File: config.mk
export PLATFORM = sky130hd
export DESIGN_NAME = bridge_rshift_seq
export DESIGN_NICKNAME = d
export VERILOG_FILES = /design/src/rtl/bridge_rshift_seq_pkg.sv /design/src/rtl/bridge_rshift_seq_rd_valid_pipe.sv /design/src/rtl/bridge_rshift_seq.sv
export SDC_FILE = /design/constraint.sdc
export NUM_CORES = 1
export LEC_CHECK = 0
export ABC_AREA = 0
export CORE_MARGIN = 10
export CORE_UTILIZATION = 48
export CTS_CLUSTER_DIAMETER = 100
export DETAILED_ROUTE_END_ITERATION = 16
export PLACE_DENSITY_LB_ADDON = 0.1
export SETUP_SLACK_MARGIN = 0.2
export SYNTH_ARGS = -nofsm -noshare
export SYNTH_HDL_FRONTEND = slang
export SYNTH_HIERARCHICAL = 1
export SYNTH_SLANG_ARGS = --single-unit
export TNS_END_PERCENT = 5
File: constraint.sdc
create_clock -name clk -period 1.44 [get_ports clk]
set_input_delay 0.288 -clock clk [delete_from_list [all_inputs] [get_ports clk]]
set_output_delay 0.288 -clock clk [all_outputs]
set_load 0.03 [all_outputs]
File: src/rtl/bridge_rshift_seq_pkg.sv
// Shared types and limits for the bridge/right-shift read sequencer.
// Optional perf counters in the top are enabled by BRIDGE_SEQ_PERF_EN.
package self_attention_pkg;

    typedef enum logic [2:0] {
        IDLE,
        READ,
        DRAIN,
        SHIFT,
        DONE
    } bridge_seq_state_t;

    localparam int BRIDGE_SEQ_MAX_RD_LAT = 4;

endpackage

File: src/rtl/bridge_rshift_seq_rd_valid_pipe.sv
// Delay line carrying {rd_enb, rd_ena} across the BRAM read latency.
// empty is high once no beat remains behind the output stage.
module rd_valid_pipe
    import self_attention_pkg::*;
#(
    parameter int DEPTH = 2
) (
    input  logic       clk,
    input  logic       rst_n,
    input  logic [1:0] en,
    output logic [1:0] en_dly,
    output logic       empty
);

    logic [1:0] stage [DEPTH];
    logic       pending;

    always_ff @(posedge clk) begin
        if (!rst_n) begin
            for (int k = 0; k < DEPTH; k++) stage[k] <= '0;
        end else begin
            stage[0] <= en;
            for (int k = 1; k < DEPTH; k++) stage[k] <= stage[k-1];
        end
    end

    // the output stage is excluded: its beat is already presented
    always_comb begin
        pending = |en;
        for (int k = 0; k < DEPTH - 1; k++) pending = pending | (|stage[k]);
    end

    assign en_dly = stage[DEPTH-1];
    assign empty  = ~pending;

endmodule

File: src/rtl/bridge_rshift_seq.sv
// Read-side sequencer: dual-port BRAM read, drain, right-shift, done.
// Define BRIDGE_SEQ_PERF_EN to add the perf_cycles/perf_stalls counters.
module bridge_rshift_seq
    import self_attention_pkg::*;
#(
    parameter int ADDR_WIDTH   = 8,
    parameter int NUM_ELEMENTS = 64,
    parameter int SHIFT_STEPS  = 16,
    parameter int RD_LATENCY   = 2
) (
    input  logic                             clk,
    input  logic                             rst_n,
    input  logic                             in_start,
    input  logic                             out_ready,
    output logic                             rd_ena,
    output logic [ADDR_WIDTH-1:0]            rd_addra,
    output logic                             rd_enb,
    output logic [ADDR_WIDTH-1:0]            rd_addrb,
    output logic                             data_valid_a,
    output logic                             data_valid_b,
    output logic                             shift_en,
    output logic [$clog2(SHIFT_STEPS+1)-1:0] shift_cnt,
    output logic                             busy,
`ifdef BRIDGE_SEQ_PERF_EN
    output logic [31:0]                      perf_cycles,
    output logic [31:0]                      perf_stalls,
`endif
    output logic                             done
);

    localparam int NUM_PAIRS = (NUM_ELEMENTS + 1) / 2;
    localparam int PAIR_W    = $clog2(NUM_PAIRS + 1);
    localparam int CNT_W     = $clog2(SHIFT_STEPS + 1);

    generate
        if (NUM_ELEMENTS > 2 ** ADDR_WIDTH) begin : g_bad_addr
            $error("NUM_ELEMENTS exceeds the BRAM address range");
        end
        if (RD_LATENCY < 1 || RD_LATENCY > BRIDGE_SEQ_MAX_RD_LAT) begin : g_bad_lat
            $error("RD_LATENCY out of range");
        end
    endgenerate

    bridge_seq_state_t state, state_nxt;

    logic [PAIR_W-1:0]     pair, pair_nxt;
    logic [CNT_W-1:0]      cnt_nxt;
    logic [ADDR_WIDTH-1:0] addra_nxt, addrb_nxt;
    logic                  ena_nxt, enb_nxt;
    logic                  shift_nxt, busy_nxt, done_nxt;
    logic [31:0]           even_addr;
    logic                  pipe_empty;

    rd_valid_pipe #(
        .DEPTH (RD_LATENCY)
    ) u_valid_pipe (
        .clk    (clk),
        .rst_n  (rst_n),
        .en     ({rd_enb, rd_ena}),
        .en_dly ({data_valid_b, data_valid_a}),
        .empty  (pipe_empty)
    );

    always_ff @(posedge clk) begin
        if (!rst_n) begin
            state     <= IDLE;
            pair      <= '0;
            shift_cnt <= '0;
            rd_ena    <= 1'b0;
            rd_enb    <= 1'b0;
            rd_addra  <= '0;
            rd_addrb  <= '0;
            shift_en  <= 1'b0;
            busy      <= 1'b0;
            done      <= 1'b0;
        end else begin
            state     <= state_nxt;
            pair      <= pair_nxt;
            shift_cnt <= cnt_nxt;
            rd_ena    <= ena_nxt;
            rd_enb    <= enb_nxt;
            rd_addra  <= addra_nxt;
            rd_addrb  <= addrb_nxt;
            shift_en  <= shift_nxt;
            busy      <= busy_nxt;
            done      <= done_nxt;
        end
    end

    always_comb begin
        state_nxt = state;
        pair_nxt  = pair;
        cnt_nxt   = shift_cnt;
        ena_nxt   = 1'b0;
        enb_nxt   = 1'b0;
        addra_nxt = '0;
        addrb_nxt = '0;
        shift_nxt = 1'b0;
        busy_nxt  = busy;
        done_nxt  = 1'b0;
        even_addr = 32'(pair) << 1;
        unique case (state)
            IDLE: begin
                if (in_start) begin
                    state_nxt = READ;
                    busy_nxt  = 1'b1;
                    pair_nxt  = '0;
                    cnt_nxt   = '0;
                end
            end
            READ: begin
                if (out_ready) begin
                    ena_nxt   = 1'b1;
                    addra_nxt = ADDR_WIDTH'(even_addr);
                    // an odd element count leaves port B idle on the last pair
                    if (even_addr + 32'd1 < 32'(NUM_ELEMENTS)) begin
                        enb_nxt   = 1'b1;
                        addrb_nxt = ADDR_WIDTH'(even_addr + 32'd1);
                    end
                    pair_nxt = pair + 1'b1;
                    if (pair == PAIR_W'(NUM_PAIRS - 1)) state_nxt = DRAIN;
                end
            end
            DRAIN: begin
                if (pipe_empty) begin
                    state_nxt = SHIFT;
                    shift_nxt = 1'b1;
                end
            end
            SHIFT: begin
                cnt_nxt = shift_cnt + 1'b1;
                if (cnt_nxt == CNT_W'(SHIFT_STEPS)) begin
                    state_nxt = DONE;
                    done_nxt  = 1'b1;
                end else begin
                    shift_nxt = 1'b1;
                end
            end
            DONE: begin
                state_nxt = IDLE;
                busy_nxt  = 1'b0;
                cnt_nxt   = '0;
            end
            default: begin
                state_nxt = IDLE;
                busy_nxt  = 1'b0;
            end
        endcase
    end

`ifdef BRIDGE_SEQ_PERF_EN
    always_ff @(posedge clk) begin
        if (!rst_n) begin
            perf_cycles <= '0;
            perf_stalls <= '0;
        end else if (state == IDLE && in_start) begin
            perf_cycles <= '0;
            perf_stalls <= '0;
        end else begin
            if (busy && perf_cycles != '1)
                perf_cycles <= perf_cycles + 32'd1;
            if (state == READ && !out_ready && perf_stalls != '1)
                perf_stalls <= perf_stalls + 32'd1;
        end
    end
`endif

endmodule

# Word level (Yosys, flattened, before mapping)
# Memories as Yosys holds them, arrays and structs flattened.
# Index checks and enable logic that the tools add are counted.
classes:
  n_addsub: 3
  magnitude_cmp: 1
  n_eq_ne: 11
  n_mux: 23
  bitwise_logic: 4
  n_reduce_logical: 14
ops:
  columns: ["cell", "count"]
  rows:
  - ["$lt 32x7->1 const B", 1]
  - ["$mux 3", 5]
  - ["$pmux 5 s3", 1]
  - ["$mux 6", 2]
  - ["$pmux 3 s4", 1]
  - ["$pmux 6 s2", 1]
  - ["$ne 2x2->1 const B", 5]
  - ["$add 7x1->8 const B", 1]
  - ["$mux 1", 8]
  - ["$reduce_and 2->1", 4]
  - ["$add 6x1->6 const B", 1]
  - ["$eq 3x2->1 const B", 2]
  - ["$eq 6x5->1 const B", 1]
  - ["$reduce_and 3->1", 2]
  - ["$add 5x1->5 const B", 1]
  - ["$eq 5x5->1 const B", 1]
  - ["$mux 5", 1]
  - ["$reduce_and 5->1", 1]
  - ["$mux 2", 2]
  - ["$pmux 1 s2", 2]
  - ["$reduce_and 4->1", 1]
  - ["$reduce_or 2->1", 2]
  - ["$eq 3x1->1 const B", 1]
  - ["$eq 3x3->1 const B", 1]
  - ["other kinds (6)", 8]
totals:
  reg_bits: 35
  ramBits: 4
  input_bits: 4
  output_inout_bits: 28
  wordCells: 68
  mem_count: 1
memory_table:
  columns: ["name", "words", "width", "read_ports", "rd_ports_with_merged_regs", "write_ports", "line_no", "source"]
  rows:
  - ["u_valid_pipe.stage", 2, 2, 2, 0, 2, "bridge_rshift_seq_rd_valid_pipe.sv:15", "logic [1:0] stage [DEPTH];"]

# Logic depth before layout (Yosys ltp)
# Gate-level depths: netlist (run 1).
# An unclocked memory read counts as a cell.
logic_depth:
  ltp_word: 5
  depth_mapped: 6

# Cells and area by module
# The synthesis (run 1) kept the hierarchy.
by_module_without_submodules:
  columns: ["module", "n_inst", "cells_each", "area_each_um2", "seq_area_each_um2"]
  rows:
  - ["bridge_rshift_seq", 1, 131, 1244.9, 640.6]
  - ["rd_valid_pipe", 1, 11, 133.9, 80.1]

# Worst setup path before layout (run 1)
# OpenSTA, ideal clock, no wires.
synth_path:
  path_type: "reg2reg"
  startpoint: "register shift_cnt[0]"
  endpoint: "register state[0]"
  setup_time_ns: 0.122
  t_arrival_ns: 1.270
  path_slack_ns: 0.049
  stages_incl_launch_ff: 4
  n_path_buf: 0
  period_less_slack_ns: 1.391
  path_cell_list: "dfxtp_1 -> ha_1 -> nand2_1 -> o311a_1"
synth_between:
  elab_chain_cells: 4
synth_rtl:
  columns: ["element", "line_no", "source"]
  rows:
  - ["start, declared", "bridge_rshift_seq.sv:22", "output logic [$clog2(SHIFT_STEPS+1)-1:0] shift_cnt,"]
  - ["start signal, assigned", "bridge_rshift_seq.sv:79", "shift_cnt <= cnt_nxt;"]
  - ["$add 5x1->5", "bridge_rshift_seq.sv:131", "cnt_nxt = shift_cnt + 1'b1;"]
  - ["$eq 5x5->1", "bridge_rshift_seq.sv:132", "if (cnt_nxt == CNT_W'(SHIFT_STEPS)) begin"]
  - ["$ne 2x2->1 (no line)", null, null]
  - ["$reduce_and 5->1 (no line)", null, null]
  - ["end signal, assigned", "bridge_rshift_seq.sv:77", "state <= state_nxt;"]
  - ["end, declared", "bridge_rshift_seq.sv:44", "bridge_seq_state_t state, state_nxt;"]
# No other way between the ends.
# A chain may end at the register's enable or synchronous reset.

# Worst setup path in the final report (run 1)
layout_path:
  startpoint: "register state[2]"
  endpoint: "register pair[4]"
layout_between:
  elab_chain_cells: 3
  word_cells_on_any_way: 7
  cone_classes: "3 x eq/ne; 1 x mux; 3 x reduce/logical"
layout_rtl:
  columns: ["element", "line_no", "source"]
  rows:
  - ["$eq 3x1->1 or $logic_not 3->1 (tied branches)", "bridge_rshift_seq.sv:102", "unique case (state)"]
  - ["$ne 2x2->1 (no line) or $reduce_bool 2->1 (tied branches)", null, null]
  - ["$reduce_and 3->1 (no line)", null, null]
  - ["end signal, assigned", "bridge_rshift_seq.sv:78", "pair <= pair_nxt;"]
  - ["end, declared", "bridge_rshift_seq.sv:46", "logic [PAIR_W-1:0] pair, pair_nxt;"]
# Parallel ways exist; a longest one is shown, timed or not.

==> results of run 1 <==
## per-layer routing
| metal | routed length, um | share of wire |
|---|---|---|
| met5 | 0 | 0 |
| met4 | 49 | 0.017 |
| met3 | 298 | 0.11 |
| met2 | 1330 | 0.47 |
| met1 | 1160 | 0.41 |
## cells in the mapped netlist (all sizes together)
cell    count  area share
dfxtp      36        0.52
nor2       20       0.054
and2       15       0.069
a21oi      11       0.040
nand2       9       0.024
buf         8       0.047
nand3       6       0.022
nor4        5       0.038
o21ai       5       0.018
xnor2       5       0.032
nor3        4       0.018
ha          2       0.018
inv         2      0.0054
nand2b      2      0.0091
a211oi      1      0.0054
a22oi       1      0.0054
and4b       1      0.0073
conb        1      0.0027
mux2i       1       0.010
nand3b      1      0.0054
nor2b       1      0.0045
nor3b       1      0.0054
nor4b       1       0.017
o311a       1      0.0073
o31a        1      0.0064
or2         1      0.0045
## worst min-delay path by stage
stage	start	to	slack [ps]	cells after the start
2_1_floorplan	rst_n	u_valid_pipe/stage[0][2]$_SDFF_PN0_	410	1
3_3_place_gp	shift_cnt[4]$_SDFFE_PN0P_	shift_cnt[4]$_SDFFE_PN0P_	430	1
4_1_cts	shift_cnt[4]$_SDFFE_PN0P_	shift_cnt[4]$_SDFFE_PN0P_	470	1
3_5_place_dp	shift_cnt[4]$_SDFFE_PN0P_	shift_cnt[4]$_SDFFE_PN0P_	450	1
6_report	shift_cnt[4]$_SDFFE_PN0P_	shift_cnt[4]$_SDFFE_PN0P_	470	1
5_1_grt	shift_cnt[4]$_SDFFE_PN0P_	shift_cnt[4]$_SDFFE_PN0P_	500	1
## power groups by stage
| stage | combinational (mW) | clock [mW] | sequential (mW) |
|---|---|---|---|
| 4_1_cts | 0.142 | 0.485 | 1.03 |
| 3_5_place_dp | 0.142 | 0 | 1.05 |
| 3_3_place_gp | 0.140 | 0 | 1.05 |
| 2_1_floorplan | 0.0753 | 0 | 1.06 |
| 6_report | 0.153 | 0.466 | 1.03 |
| 5_1_grt | 0.167 | 0.519 | 1.03 |
## flip-flops by register name, summed over array words and instances, names as in the netlist
register / cells
rd_addrb: 7
pair: 6
rd_addra: 6
shift_cnt: 5
u_valid_pipe/stage: 4
state: 3
busy: 1
done: 1
rd_ena: 1
rd_enb: 1
shift_en: 1
## stage by stage
step                      std cells   util
after floorplan                 145      -
after global placement          210  0.635
after detailed placement        210  0.635
after CTS                       219  0.655
after global routing            222  0.675
final                           222  0.675
## logic make-up after synthesis
logic type               share of synthesized area
flip-flops                                   0.523
multiplexers                               0.00998
AND/OR/NAND/NOR                              0.279
adder cells (fa/ha/maj)                     0.0181
AO/OA/AOI/OAI                               0.0826
buffers and inverters                       0.0526
other                                      0.00272
XOR/XNOR                                    0.0318
## layout make-up
type	instances	area (um2)
multi-input combinational	99	631
inverter	2	7.51
fill	236	896
timing repair buffer	47	402
clock inverter	1	5.00
tap	31	38.8
clock buffer	6	41.3
sequential	36	737
## what timing repair did
action                                 CTS  global route
setup buffers                            2             3
hold buffers                             0             0
pin swaps                                0             2
resized for setup                       49            22
setup endpoints to repair               45            53
endpoints found under the hold margin    0             0
==> key figures, run 1 <==
Floorplan
  • Core Box Area: ~2800 um2
  • Die area: between 5000 and 6000 um2
  • Count of standard-cell rows: 19
  • Top Ports: 32
  • Die span in y: roughly 74 um
  • Starting Density: 0.500
  • Die extent in x: 73.6 um

Route
  • Post-detailed-route DRC marker count: 0
  • Routed via count: about 1100
  • Number of DRC violations after detailed-routing iteration 0: 35
  • Routed wire length: 2830 um
  • Mean routed wirelength per cell: between 10 and 15 um
  • Per-cell via count in the routed design: 4.92
  • Antenna viol nets, final: 0
  • First drt pass iteration count: 6

Logic synthesis
  • Summed instance area of the synthesized netlist: approximately 1400 um2
  • Count of synthesis-stage warnings from yosys: 6
  • Number of different library cells in the post-synthesis netlist: 33
  • Number of synthesized register bits: 36
  • Mean Syn Cell Area: just under 10 um2
  • Sequential element share of the synthesized area: 0.523
  • Post-Syn Instances: 142

Timing
  • Hold Vio Cnt, Final: 0
  • Fin crit share: 0.919
  • Setup repair after global routing missed its margin: yes
  • Number of max-slew violations in the final report: 0
  • Setup TNS after final layout: 0 ps
  • Number of failing setup endpoints in the final timing report: 0
  • Highest achievable clock rate: approximately 760 MHz
  • Clock period minus final worst setup slack: between 1000 and 1500 ps
  • Crit path setup slack, layout: 116 ps
  • Layout Skew: about 5.1 ps
  • Final Hold Slack: between 400 and 500 ps

Global routing
  • Met2 GRT Util: 0.174
  • Initial antenna violation count: 0
  • Global-route wire length before repair: around 4800 um
  • Routing usage on met1: 0.121
  • Pin count of the biggest net entering global routing: 11
  • Remaining Overflow, GRT: 0
  • Total global-route track usage: 0.111
  • Via count of the first global-routing pass: 1055
  • Met3 track demand over resource in global routing: 0.0579
  • Layer carrying the most global-route usage: met2

Finish
  • Most frequent cells in the layout: sky130_fd_sc_hd__dfxtp_1 (27), sky130_fd_sc_hd__nor2_1 (20), sky130_fd_sc_hd__buf_4 (19), sky130_fd_sc_hd__and2_1 (14), sky130_fd_sc_hd__a21oi_1 (10)
  • Layout net count: about 200
  • Number of antenna repair diodes: 0
  • Fraction of layout cells with a size suffix above 1: 0.277
  • Area of all placed cells without fillers: 1860 um2
  • Area growth syn-to-layout: 35.0%
  • Commonest non-fill, non-tap cell in the layout: sky130_fd_sc_hd__dfxtp_1

Power
  • Clock network fraction of total power: 0.283
  • Sw power: 387 uW
  • Worst voltage drop across the vdd grid: roughly 0.67 mV
  • Power density of the placed cells: approximately 900 nW/um2
  • Sequential power share: 0.624
  • Internal power contribution: 1.26 mW
  • Switching power share of the total: 0.235
  • Relative contribution of combinational cells to total power: 0.093
  • Leakage power summed over all cells: between 0.7 and 0.8 nW
  • Final Power: around 1.6 mW

Clock network
  • Clock transition at the register clock pins on the worst setup and hold paths after CTS: 100 ps
  • Clock tree from TritonCTS: done
  • Count of clock tree sinks: 36
  • Maximum clock path buffer count: 2
  • Clock buffers created by TritonCTS: 5
  • Worst skew pair latency: about 320 ps
  • Cell chosen for the clock root: sky130_fd_sc_hd__clkbuf_4
  • H-tree level count: 2

Critical path
  • First element of the critical path: state[2]$_SDFFE_PN0P_
  • Number of cells on the critical path: 5
  • Crit-path leading delay family: simple AND/OR/NAND/NOR gates
  • Crit path DAT: 1550 ps
  • Kind of end point of the critical path: register
  • Required time at the endpoint of the critical path: around 1700 ps
  • Largest incremental delay on the critical path: 350 ps
  • Highest-delay cell along the critical path: sky130_fd_sc_hd__dfxtp_1
  • CP Buf/Inv Count: 1
  • End of the worst register-to-register path: pair[4]$_SDFFE_PN0P_
  • Worst-case register-to-register setup slack: roughly 120 ps
  • Max Fanout on Critical Path: 10
  • Crit path cell chain: or2_0 > buf_4 > nor4b_4 > xnor2_1 > nor2_1
  • Worst setup path endpoint: pair[4]$_SDFFE_PN0P_
  • Reg-to-reg startpoint: state[2]$_SDFFE_PN0P_
  • Element type at the critical path start: register
  • R2R cell count: 5
  • Category of the critical setup timing path: register to register

Placed design
  • GP Congestion: around 0.82
  • Worst Setup Slack post-DPL: -254 ps
  • Count of input and output buffers: 28
  • Dpl hpwl: roughly 2100 um
  • DP Area: roughly 1800 um2

Outcome
  • Status: complete, no violations

Run
  • # Max-Cap Violations: 0

Hold path
  • Class of the tightest hold or removal check: register to register
Power figures use the tool's default switching activity.
==> run 2, diff against run 1 <==
--- a/config.mk
+++ b/config.mk
@@ -14,6 +14,5 @@
 export SETUP_SLACK_MARGIN = 0.2
 export SYNTH_ARGS = -nofsm -noshare
 export SYNTH_HDL_FRONTEND = slang
-export SYNTH_HIERARCHICAL = 1
 export SYNTH_SLANG_ARGS = --single-unit
 export TNS_END_PERCENT = 5
==> constraint.sdc (replaced) <==
create_clock -name clk -period 1.27 [get_ports clk]
set_input_delay 0.254 -clock clk [delete_from_list [all_inputs] [get_ports clk]]
set_output_delay 0.254 -clock clk [all_outputs]
set_load 0.03 [all_outputs]
==> run 2 against run 1 <==
Routed wire length grew 9.5%. Sequential share of layout area fell by 0.98 points. Fmax grew 11%. Global-route usage rose by 0.72 points. Combinational power is 31% higher. Sequential power grew 12%. Setup slack worse by 41 ps. Synthesized cell count shrank 1.4%. Sequential cell count unchanged. Critical path type unchanged. Largest power group unchanged. Highest routed layer unchanged.
==> key figures, run 2 <==
Logic synthesis
  • Fraction of the mapped netlist area in compound gates: 0.120
  • Share of the synthesized area in the top cell type: 0.527
  • Mean Syn Cell Area: ~9.8 um2
  • EDFF count, synth: 0
  • Post-Syn Instances: 140
  • Dominant cells by area after synthesis: sky130_fd_sc_hd__dfxtp_1 (53%), sky130_fd_sc_hd__and2_1 (7.3%), sky130_fd_sc_hd__nor2_1 (4.7%)
  • Largest family of logic cells by synthesized area: simple AND/OR/NAND/NOR gates
  • Most frequently used cell type in the post-synthesis netlist: sky130_fd_sc_hd__dfxtp_1
  • Share of synthesized cell area in full adder, half adder and majority cells: 0.0183
  • Share of synthesized cell area in and, or, nand and nor gates: 0.255
  • Multiplexer share of the synthesized area: 0.00824
  • Top cells by count, synth: sky130_fd_sc_hd__dfxtp_1 (36), sky130_fd_sc_hd__nor2_1 (17), sky130_fd_sc_hd__and2_1 (16)
  • Most used DFF post-synth: sky130_fd_sc_hd__dfxtp_1
  • Post-synthesis xor/xnor area fraction: 0.0256
  • Summed instance area of the synthesized netlist: roughly 1400 um2
  • Sequential element share of the synthesized area: 0.527
  • Count of synthesis-stage warnings from yosys: 0
  • Asr flop ratio synth: 0
  • Top cell type by total area after synthesis: sky130_fd_sc_hd__dfxtp_1
  • Number of different library cells in the post-synthesis netlist: 37
  • Number of synthesized register bits: 36

Clock network
  • Clock buffers created by TritonCTS: 5
  • H-tree level count: 2
  • Count of clock tree sinks: 36
  • Maximum clock path buffer count: 2
  • Clock transition at the register clock pins on the worst setup and hold paths after CTS: 100 ps
  • Cell chosen for the clock root: sky130_fd_sc_hd__clkbuf_4
  • Clock tree from TritonCTS: done
  • Worst skew pair latency: between 300 and 400 ps

Global routing
  • Initial antenna violation count: 0
  • Total global-route track usage: 0.119
  • Pin count of the biggest net entering global routing: 12
  • Remaining Overflow, GRT: 0
  • Via count of the first global-routing pass: around 1100
  • Global-route wire length before repair: 5010 um

Timing
  • Setup repair after global routing missed its margin: yes
  • Highest achievable clock rate: approximately 840 MHz
  • Clock period minus final worst setup slack: around 1200 ps
  • Hold Vio Cnt, Final: 0
  • Number of max-slew violations in the final report: 0
  • Number of failing setup endpoints in the final timing report: 0
  • Crit path setup slack, layout: about 75 ps
  • Final Hold Slack: about 430 ps
  • Layout Skew: between 5 and 6 ps
  • Fin crit share: 0.941

Critical path
  • Crit-path leading delay family: compound AO/OA/AOI/OAI gates
  • Element type at the critical path start: register
  • R2R cell count: 4
  • Critical Path Most Common Cell: sky130_fd_sc_hd__a21oi_1
  • Required time at the endpoint of the critical path: about 1500 ps
  • Crit path cell chain: nor2_1 > o31a_4 > a21oi_1 > a21oi_1
  • Number of cells on the critical path: 4
  • Max Fanout on Critical Path: 7
  • Highest-delay cell along the critical path: sky130_fd_sc_hd__dfxtp_4
  • Crit path DAT: between 1000 and 1500 ps
  • CP Buf/Inv Count: 0
  • Kind of end point of the critical path: register
  • Category of the critical setup timing path: register to register
  • Largest incremental delay on the critical path: roughly 400 ps

Route
  • Per-cell via count in the routed design: 5.08
  • Routed via count: 1138
  • First drt pass iteration count: 4
  • Post-detailed-route DRC marker count: 0
  • Antenna viol nets, final: 0
  • Routed wire length: just over 3000 um
  • Mean routed wirelength per cell: approximately 14 um
  • Number of DRC violations after detailed-routing iteration 0: 52

Floorplan
  • Starting Density: 0.500
  • Die span in y: between 70 and 80 um
  • Top Ports: 32
  • Die extent in x: between 70 and 80 um
  • Count of standard-cell rows: 19
  • Core Box Area: between 2000 and 3000 um2
  • Die area: around 5400 um2

Placed design
  • Dpl hpwl: 2280 um
  • Worst Setup Slack post-DPL: -330 ps
  • Count of input and output buffers: 28
  • DP Area: approximately 1700 um2
  • GP Congestion: about 0.77

Hold path
  • Class of the tightest hold or removal check: input port to register
  • Hold Path Stages: 4

Power
  • Power density of the placed cells: 980 nW/um2
  • Leakage power summed over all cells: 0.828 nW
  • Worst voltage drop across the vdd grid: 0.879 mV

Finish
  • Commonest non-fill, non-tap cell in the layout: sky130_fd_sc_hd__buf_4
  • Area growth syn-to-layout: 42.6%
  • Number of flip-flops in the largest register: 7
  • Number of antenna repair diodes: 0
  • Fill count: 219
  • Fraction of layout cells with a size suffix above 1: 0.440
  • Most frequent cells in the layout: sky130_fd_sc_hd__buf_4 (32), sky130_fd_sc_hd__dfxtp_1 (21), sky130_fd_sc_hd__nor2_1 (16), sky130_fd_sc_hd__and2_1 (15), sky130_fd_sc_hd__dfxtp_2 (10)
  • Layout net count: 198
  • Largest registers: rd_addrb: 7 flops, pair: 6 flops, rd_addra: 6 flops
  • Most flops, register: rd_addrb
  • Area of all placed cells without fillers: between 1500 and 2000 um2

Run
  • # Max-Cap Violations: 0

Outcome
  • Status: complete, no violations
==> run 2: changes by cell type in the layout (fill, tap and decap cells not counted), sizes merged, moves of 2 or more <==
cell | before | now
buf | 23 | 36
xor2 | 0 | 3
o32ai | 0 | 2
a31oi | 0 | 2
o21ai | 5 | 3
nand4b | 0 | 2
clkdlybuf4s15 | 12 | 9
dlygate4sd2 | 8 | 0
a211oi | 1 | 3
xnor2 | 5 | 1
nand4 | 0 | 2
nor3 | 4 | 1
nor4 | 5 | 1
==> run 2: layer usage <==
metal / share of wire / global-route usage / vias to the layer above / wire length (um)
li1: - / - / 584 / -
met1: 0.37 / 0.120 / 514 / 1150
met2: 0.52 / 0.200 / 33 / 1630
met3: 0.083 / 0.0579 / 7 / 258
met4: 0.023 / 0.0559 / 0 / 70
met5: 0 / 0 / - / 0
==> run 2: logic make-up (layout without fill, tap and decap cells) <==
| group | Yosys count | after routing |
|---|---|---|
| XOR/XNOR | 4 | 4 |
| buffers and inverters | 9 | 59 |
| other | 1 | 4 |
| multiplexers | 1 | 1 |
| adder cells (fa/ha/maj) | 2 | 2 |
| flip-flops | 36 | 36 |
| AND/OR/NAND/NOR | 63 | 63 |
| AO/OA/AOI/OAI | 24 | 24 |
==> run 2: path summary, 6_finish.rpt <==
kind | start | endpoint | slack, ps
hold / removal | out_ready | rd_ena$_SDFF_PN0_ | 430
hold reg to reg | busy$_SDFFE_PN0P_ | busy$_SDFFE_PN0P_ | 480
setup reg to reg | state[2]$_SDFFE_PN0P_ | shift_cnt[3]$_SDFFE_PN0P_ | 70
setup / recovery | state[2]$_SDFFE_PN0P_ | shift_cnt[3]$_SDFFE_PN0P_ | 70
==> run 2: timing repair <==
item / CTS / global route
hold buffers: 0 / 0
pin swaps: 2 / 8
setup endpoints to repair: 53 / 56
endpoints found under the hold margin: 0 / 0
gates resized for setup: 49 / 19
buffers inserted: 1 / 5
gates cloned: 0 / 1
==> run 2: worst min-delay path, cell delays in order <==
cell,delay [ps]
sky130_fd_sc_hd__dlymetal6s2s_1,130
sky130_fd_sc_hd__buf_4,140
sky130_fd_sc_hd__nand4_1,90
sky130_fd_sc_hd__inv_1,90
==> run 2: area by class of cell <==
cell class | count | area (um2) | share of cell area
flip-flops and latches | 36 | 752 | 0.386
clock buffers | 7 | 45.0 | 0.0231
clock inverters | 1 | 5.00 | 0.00257
multi-input cells | 98 | 687 | 0.353
repair buffers | 48 | 409 | 0.210
inverters | 3 | 11.3 | 0.00578
well taps | 31 | 38.8 | 0.0199
==> run 2: stage by stage <==
step,utilization,setup TNS [ps],total power [mW],instances
after detailed placement,0.634,-7150,1.35,209
after floorplan,-,0,1.29,143
after global placement,0.634,-5980,1.35,209
after CTS,0.668,0,1.92,218
after global routing,0.713,0,2.00,224
final,0.713,0,1.91,224
==> run 2: power breakdown <==
part | switching (mW) | leakage, nW | internal (mW)
sequential | 0.0134 | 0.300 | 1.14
clock | 0.342 | 0.0293 | 0.216
combinational | 0.106 | 0.499 | 0.0952
==> run 3, diff against run 2 <==
--- a/config.mk
+++ b/config.mk
@@ -6,8 +6,9 @@
 export NUM_CORES = 1
 export LEC_CHECK = 0
 export ABC_AREA = 0
+export CAP_MARGIN = 20
 export CORE_MARGIN = 10
-export CORE_UTILIZATION = 48
+export CORE_UTILIZATION = 39
 export CTS_CLUSTER_DIAMETER = 100
 export DETAILED_ROUTE_END_ITERATION = 16
 export PLACE_DENSITY_LB_ADDON = 0.1
==> run 3 against run 2 <==
Critical path depth unchanged. Routed wire length down 3.7%. Global-route usage shrank 2.4 points. Via count decreased by 1.3%. Cell count grew 5.8%. Register-to-register slack got worse by 30 ps. Total power rose by 2.8%. Critical endpoint unchanged.
==> key figures, run 3 (synthesis gave the netlist of run 2 again) <==
Outcome
  • Status: complete, no violations

Hold path
  • Class of the tightest hold or removal check: input port to register

Finish
  • Most flops, register: rd_addrb
  • Area growth syn-to-layout: 46.6%
  • Fraction of layout cells with a size suffix above 1: 0.497
  • Most frequent cells in the layout: sky130_fd_sc_hd__dfxtp_2 (25), sky130_fd_sc_hd__buf_6 (25), sky130_fd_sc_hd__buf_4 (18), sky130_fd_sc_hd__nor2_1 (16), sky130_fd_sc_hd__and2_1 (16)
  • Post-Layout Cell Count: ~240
  • Number of antenna repair diodes: 0
  • Layout net count: around 200
  • Largest registers: rd_addrb: 7 flops, pair: 6 flops, rd_addra: 6 flops
  • Number of flip-flops in the largest register: 7

Route
  • Mean routed wirelength per cell: roughly 13 um
  • Routed wire length: 2990 um
  • Post-detailed-route DRC marker count: 0
  • Number of DRC violations after detailed-routing iteration 0: 75
  • Antenna viol nets, final: 0
  • Per-cell via count in the routed design: 4.74
  • First drt pass iteration count: 4
  • Routed via count: between 1000 and 1500

Placed design
  • Worst Setup Slack post-DPL: -300 ps
  • Count of placed standard cells including taps: 228
  • Dpl hpwl: 2230 um
  • GP Congestion: approximately 0.8
  • Count of input and output buffers: 28

Floorplan
  • Die area: between 6000 and 7000 um2
  • Count of standard-cell rows: 21
  • Die span in y: about 79 um
  • Die extent in x: just under 80 um
  • Core Box Area: 3360 um2
  • Starting Density: 0.406
  • Top Ports: 32

Power
  • Worst voltage drop across the vdd grid: between 0.8 and 0.9 mV
  • Power density of the placed cells: 980 nW/um2
  • Leakage power summed over all cells: approximately 0.85 nW
  • Sw power: 464 uW
  • Sequential power share: 0.588
  • Clock network fraction of total power: 0.316
  • Switching power share of the total: 0.236
  • Internal power contribution: 1.50 mW
  • Relative contribution of combinational cells to total power: 0.096

Timing
  • Crit path setup slack, layout: approximately 46 ps
  • Setup repair after global routing missed its margin: yes
  • Hold Vio Cnt, Final: 0
  • Number of max-slew violations in the final report: 0
  • Number of failing setup endpoints in the final timing report: 0
  • Clock period minus final worst setup slack: around 1200 ps
  • Layout Skew: between 7 and 8 ps
  • Fin crit share: 0.964
  • Setup TNS after final layout: 0 ps
  • Highest achievable clock rate: just over 800 MHz

Critical path
  • Element type at the critical path start: register
  • Crit path DAT: 1440 ps
  • Kind of end point of the critical path: register
  • Category of the critical setup timing path: register to register
  • Required time at the endpoint of the critical path: around 1500 ps
  • Max Fanout on Critical Path: 7

Clock network
  • CTS Hold Bufs: 0
  • Clock transition at the register clock pins on the worst setup and hold paths after CTS: around 100 ps
  • Clock buffers created by TritonCTS: 5
  • Cell chosen for the clock root: sky130_fd_sc_hd__clkbuf_4
  • Count of clock tree sinks: 36
  • Maximum clock path buffer count: 2
  • Worst skew pair latency: ~330 ps
  • H-tree level count: 2
  • Clock tree from TritonCTS: done

Run
  • # Max-Cap Violations: 0

Global routing
  • Via count of the first global-routing pass: just over 1000
  • Total global-route track usage: 0.0949
  • Remaining Overflow, GRT: 0
  • Global-route wire length before repair: 4800 um
  • Initial antenna violation count: 0
  • Pin count of the biggest net entering global routing: 12
==> run 3: cell count changes in the layout (fill, tap and decap cells not counted), sizes merged <==
| cell | change |
|---|---|
| clkinv | -1 |
| clkinvlp | +1 |
| buf | +7 |
| clkdlybuf4s15 | -9 |
==> run 3: worst paths after layout <==
kind,slack [ps],end,start,depth (start not counted)
hold reg to reg,480,shift_cnt[4]$_SDFFE_PN0P_,shift_cnt[4]$_SDFFE_PN0P_,1
setup reg to reg,50,shift_cnt[3]$_SDFFE_PN0P_,state[2]$_SDFFE_PN0P_,4
hold / removal,360,shift_en$_SDFF_PN0_,rst_n,3
setup / recovery,50,shift_cnt[3]$_SDFFE_PN0P_,state[2]$_SDFFE_PN0P_,4
==> run 3: routing by layer <==
layer,vias up,global-route usage,routed length (um)
met5,-,0,0
met1,514,0.108,1260
met4,0,0.0376,42
li1,576,-,-
met3,6,0.0552,246
met2,27,0.143,1440
==> run 3: metrics by stage <==
| stage | area [um2] | utilization | total power [mW] | hold slack, ps |
|---|---|---|---|---|
| finish | 2000 | 0.596 | 1.96 | 356 |
| global route | 2000 | 0.596 | 2.08 | 361 |
| CTS | 1870 | 0.555 | 1.98 | 488 |
| detailed placement | 1780 | 0.531 | 1.36 | 460 |
| global placement | 1780 | 0.531 | 1.35 | 443 |
| floorplan | 1400 | - | 1.29 | 404 |
==> run 3: critical path: stages (launching register included) <==
cell	delay, ps
sky130_fd_sc_hd__dfxtp_2	430
sky130_fd_sc_hd__nor2_1	80
sky130_fd_sc_hd__o31a_4	380
sky130_fd_sc_hd__a21oi_1	130
sky130_fd_sc_hd__a21oi_1	90
==> run 3: timing repair <==
item                       in CTS  in global routing
setup endpoints to repair      54                 55
setup buffers                   1                  0
gates resized for setup        60                 82
pin swaps                       2                  1
==> run 3: area by class of cell <==
type                    count  area [um2]
clock buffers               7        55.1
clock inverters             1        7.51
fillers                   318        1360
inverters                   3        11.3
multi-input cells          98         653
flip-flops and latches     36         767
well taps                  46        57.6
repair buffers             46         452
==> run 3: power groups by stage <==
stage	sequential (mW)	combinational [mW]	clock (mW)
after floorplan	1.20	0.0883	0
after global placement	1.18	0.176	0
after detailed placement	1.18	0.178	0
after CTS	1.15	0.181	0.649
after global routing	1.16	0.203	0.714
final	1.15	0.188	0.620
